**config.mk**
```make
export PLATFORM = sky130hd
export DESIGN_NAME = timer_dev
export DESIGN_NICKNAME = d
export VERILOG_FILES = /design/src/rtl/timer_dev.sv
export SDC_FILE = /design/constraint.sdc
export NUM_CORES = 1
export LEC_CHECK = 0
export BUFFER_PORTS_ARGS = -buffer_cell sky130_fd_sc_hd__buf_4
export CORE_ASPECT_RATIO = 0.8
export CORE_MARGIN = 2
export CORE_UTILIZATION = 47
export CTS_BUF_LIST = sky130_fd_sc_hd__clkbuf_2
export DETAILED_ROUTE_END_ITERATION = 10
export PLACE_DENSITY = 0.81
export SYNTH_ARGS = -nofsm -noshare
export SYNTH_HDL_FRONTEND = slang
export SYNTH_SLANG_ARGS = --single-unit
```
**constraint.sdc**
```tcl
create_clock -name clk -period 5 [get_ports clk]
set_input_delay 1 -clock clk [delete_from_list [all_inputs] [get_ports clk]]
set_output_delay 1 -clock clk [all_outputs]
set_load 0.02 [all_outputs]
```
**src/rtl/timer_dev.sv**
```systemverilog
// Memory-mapped countdown timer: CTRL/PRESET/COUNT registers, 4-state countdown FSM, IRQ to CP0.
// Optional tick prescaler enabled by defining TIMER_PRESCALE_EN.
module timer_dev #(
    parameter logic [31:0] BASE_ADDR     = 32'h0000_7f00,
    parameter int          PRESCALE_LOG2 = 4
) (
    input  logic        clk,
    input  logic        reset,
    input  logic [31:0] iAddr,
    input  logic [31:0] iData,
    input  logic [3:0]  iBE,
    output logic [31:0] oData,
    output logic        oIRQ
);
    typedef enum logic [1:0] {S_IDLE, S_LOAD, S_CNT, S_INT} state_t;

    state_t      state_q, state_d;
    logic [3:0]  ctrl_q, ctrl_d;
    logic [31:0] preset_q, preset_d;
    logic [31:0] count_q, count_d;
    logic        irq_flag_q, irq_flag_d;
    logic        irq_q, irq_d;
    logic        hit, we, wr_ctrl, wr_preset, en_now, tick;
    logic        unused_addr_bits;

    assign unused_addr_bits = ^iAddr[1:0];

`ifdef TIMER_PRESCALE_EN
    logic [PRESCALE_LOG2-1:0] div_q, div_d;

    assign tick  = &div_q;
    assign div_d = (state_q == S_LOAD) ? '0 : div_q + 1'b1;

    always_ff @(posedge clk) begin
        if (reset) div_q <= '0;
        else       div_q <= div_d;
    end
`else
    assign tick = 1'b1;
`endif

    assign hit       = (iAddr[31:4] == BASE_ADDR[31:4]);
    assign we        = (iBE == 4'b1111) && hit;
    assign wr_ctrl   = we && (iAddr[3:2] == 2'b00);
    assign wr_preset = we && (iAddr[3:2] == 2'b01);
    // A same-cycle Enable=0 write stops counting immediately rather than one edge late.
    assign en_now    = wr_ctrl ? iData[0] : ctrl_q[0];

    always_comb begin
        state_d    = state_q;
        ctrl_d     = ctrl_q;
        preset_d   = preset_q;
        count_d    = count_q;
        irq_flag_d = irq_flag_q;

        if (wr_ctrl)   ctrl_d   = iData[3:0];
        if (wr_preset) preset_d = iData;
        if (wr_ctrl || wr_preset) irq_flag_d = 1'b0;

        case (state_q)
            S_IDLE: if (ctrl_q[0]) state_d = S_LOAD;
            S_LOAD: begin
                count_d = preset_q;
                state_d = S_CNT;
            end
            S_CNT: begin
                if (!en_now) begin
                    state_d = S_IDLE;
                end else if (tick) begin
                    if (count_q > 32'd1) begin
                        count_d = count_q - 32'd1;
                    end else begin
                        count_d    = 32'd0;
                        irq_flag_d = 1'b1;
                        state_d    = S_INT;
                    end
                end
            end
            S_INT: begin
                if (ctrl_q[2:1] == 2'b01) begin
                    state_d    = S_LOAD;
                    irq_flag_d = 1'b0;
                end else begin
                    state_d = S_IDLE;
                    // Software writing CTRL this cycle wins over the one-shot Enable clear.
                    if (!wr_ctrl) ctrl_d[0] = 1'b0;
                end
            end
            default: state_d = S_IDLE;
        endcase

        irq_d = irq_flag_d & ctrl_d[3];
    end

    always_ff @(posedge clk) begin
        if (reset) begin
            state_q    <= S_IDLE;
            ctrl_q     <= 4'd0;
            preset_q   <= 32'd0;
            count_q    <= 32'd0;
            irq_flag_q <= 1'b0;
            irq_q      <= 1'b0;
        end else begin
            state_q    <= state_d;
            ctrl_q     <= ctrl_d;
            preset_q   <= preset_d;
            count_q    <= count_d;
            irq_flag_q <= irq_flag_d;
            irq_q      <= irq_d;
        end
    end

    always_comb begin
        case (iAddr[3:2])
            2'b00:   oData = {28'd0, ctrl_q};
            2'b01:   oData = preset_q;
            2'b10:   oData = count_q;
            default: oData = 32'd0;
        endcase
    end

    assign oIRQ = irq_q;
endmodule

```
==> results list <==
- Total Routing Usage GR: 0.254
* Post-route clock skew: 20.3 ps
- Reg2Reg Launch Point: count_q[0]
* Global-route wire length before repair: 18800 um
* Worst setup EP type: primary output
- The multi-input combinational cells in the finished layout cover a total of 2310 sq um.
- Area used by sequential logic in the layout: 1440 sq um
* Total vias in the final route: 4291
- Die Y: 85.9 um
- The worst setup path is of the input port to primary output kind.
- The first TritonRoute pass finished after 5 iterations.
* Violation count after the first detailed-route iteration: 405
* Detail Placement HPWL: 7930 um
- For this run, the top clock speed supported by timing is 289 MHz.
- The worst setup path is launched from an input port.
- For this block, the routed nets add up to 11500 um of wire.
- The number of cells on the worst reg-to-reg path is 7.
- Max Cap Viol: 0
- Post-synthesis sequential element count: 72
- The via count of the first global-routing pass was 3860.
- For this run, the register share of the synthesized area comes to 0.366.
- Data on the critical path arrives at its endpoint at 2460 ps.
- Each instance of the synthesized netlist takes up on average 7.74 sq um.
- The worst register-to-register path ends at count_q[1].
- Worst min-delay path class: flip-flop to flip-flop
* Number of nets produced by synthesis: 581
- Counting flops with a built-in enable in the synthesized netlist gives 0.
* TritonCTS clock tree: done
- In the routed layout, each cell is associated on average with a via count of 6.10.
- Hold_sp: preset_q[28]
- Synthesis produced 509 cells.
- Final Setup Violations: 0
- PwrDens: 189 nW/um^2
* Synth Flop Type: dfxtp_1
* Normalized max-slew margin: 0.209
- Final Cycle Share: 0.691
- The filler cells instantiated in the layout total 729.
- Number of antenna violations at the first check in global routing: 0
- The total count of max-transition violations in the final report came to 0.
- Fin. Hold Viols: 0
- Final sum of negative setup slack: 0 ps
* Number of top-level pins: 103
- The finished layout holds 703 standard cells, fillers aside.
* Root buffer cell: clkbuf_2
* Pin count of the biggest net entering global routing: 69
* Area Growth Syn to Fin: 22.4%
- IR analysis of the VDD net gives a maximum drop of 0.0000941 V.
- 0 antenna diodes ended up in the layout.
* Mean routed wirelength per cell: 16.4 um
* Die outline area: 9140 sq um
- Capture endpoint of the worst hold path: preset_q[28]
* X dimension of the die: 106 um
- Setup repair after global routing missed its margin: false
- The initial utilization of the core area, before any placement, comes to 0.491.
- Data required, critical path: 4000 ps
- The largest total area in the synthesized netlist belongs to dfxtp_1.
- In this run the cell area of the synthesized design comes to 3940 sq um.
- The clock passes through at most 2 buffers.
* Count of hold buffers inserted by post-cts repair: 0
- The floorplan step defined a core boundary enclosing 8020 sq um.
- Skew-Pair Late Insertion Delay: 530 ps
- Once placement completed, the tool counted placed cells totaling 688.
* Clock sink count: 72
* Post-route antenna net violation count: 0
- Num rows: 29
- Post-layout min period: 3460 ps
- Total setup buffers inserted after CTS: 0
* Last weighted congestion value of the routability-driven placer: 0.891
* Drc violations: 0
- Clock input transition at the sequential cells of the worst setup and hold paths: 180 ps
* Share of post-route cells with drive strength above 1: 0.227
- Across all register-to-register paths, the minimum setup slack is 2210 ps.
* Post-synth top area share: 0.366
- For the pin with the worst max-slew slack, the measured transition is 1180 ps.
- Cells on Worst Hold Path: 2
- Synth Warn #: 0
- Result of the run: finished clean
- The H-tree was split into 3 levels.
* Number of unique standard cell types used by synthesis: 52
- WHS: 482 ps
- Maximum net fanout on the critical path: 19
* Overflow after GRT: 0
- The net count of the finished layout is 663.
- Leak Pwr: 1.82 nW
* Cells resized by post-CTS repair: 0
- Leading cell types by total area after synthesis: dfxtp_1, nand2_1, a22o_1
* Share of async-settable or async-resettable flops after synthesis: 0
- Total CTS buffers: 9
- Port Buffers: 100
-- logic make-up after synthesis --
group           share of synthesized area
compound gates                      0.310
fa+ha+maj                         0.00635
buf+inv                            0.0514
flops                               0.366
mux                                0.0178
simple gates                        0.249
-- final cells by class --
type                            instances  area share
Multi-Input combinational cell        388       0.480
Sequential cell                        72       0.299
Timing Repair Buffer                  109       0.170
Tap cell                              108      0.0280
Clock buffer                           10      0.0104
Inverter                               11     0.00856
Clock inverter                          5     0.00519
-- worst max-delay path, stage by stage --
cell	delay (ps)
buf_4	140
nor2b_2	580
buf_4	370
a22o_1	200
buf_4	150
-- power breakdown --
group,switching [mW],internal [mW]
sequential,0.0000000000278,0.575
clock,0.206,0.0602
combinational,0.0329,0.0391
total,0.239,0.674
-- worst max-delay path by stage --
stage / from / end
4_1_cts: iAddr[2] / oData[2]
3_3_place_gp: iAddr[5] / count_q[20]
2_1_floorplan: iAddr[3] / oData[10]
6_report: iAddr[2] / oData[11]
3_5_place_dp: iAddr[5] / count_q[31]
5_1_grt: iAddr[2] / oData[3]
-- cell usage after synthesis, types with 2 or more instances --
cell type and instances:
a211oi_1 13, a21o_1 3, a21oi_1 44, a221oi_1 2, a22o_1 30, a22oi_1 6, a32o_1 4, a32oi_1 13
and2_1 4, buf_2 2, buf_6 2, clkbuf_1 32, dfxtp_1 72, ha_1 2, inv_1 11, mux2i_1 7
nand2_1 84, nand2b_1 3, nand3_1 4, nand4_1 4, nand4b_1 4, nor2_1 33, nor2b_1 4, nor3_1 24
nor3_2 2, nor4_1 17, nor4_2 3, o211ai_1 2, o21ai_0 46, o21ai_1 4, o22ai_2 2, o31a_1 2
or3_1 5
-- sequential cells by signal, summed over array words and instances (netlist names) --
name        count
oIRQ            1
preset_q       32
state_q         2
count_q        32
irq_flag_q      1
ctrl_q          4
-- through the flow --
| step | util | total power, mW | worst slack [ps] | instance area, sq um |
|---|---|---|---|---|
| final | 0.602 | 0.913 | 1540 | 4820 |
| after global routing | 0.602 | 0.944 | 1430 | 4820 |
| after CTS | 0.602 | 0.918 | 1580 | 4820 |
| after detailed placement | 0.592 | 0.658 | 1160 | 4750 |
| after global placement | 0.592 | 0.656 | 1190 | 4750 |
| after floorplan | - | 0.611 | 1660 | 3940 |
-- cells in the final DEF (no fill, tap or decap), types with 11 or more instances in the layout --
| cell type | n |
|---|---|
| nor2_1 | 33 |
| a32oi_1 | 13 |
| nor4_1 | 17 |
| a22o_1 | 30 |
| a21oi_1 | 44 |
| buf_4 | 109 |
| o21ai_0 | 46 |
| nand2_1 | 84 |
| nor3_1 | 24 |
| dfxtp_1 | 72 |
| inv_1 | 11 |
| a211oi_1 | 13 |
-- metal layers --
layer	vias up	GRT usage	routed length, um
met5	-	0	0
li1	2060	-	-
met3	21	0.0562	992
met2	206	0.415	5340
met4	0	0.0550	148
met1	2004	0.347	5040
Power figures use the tool's default switching activity.
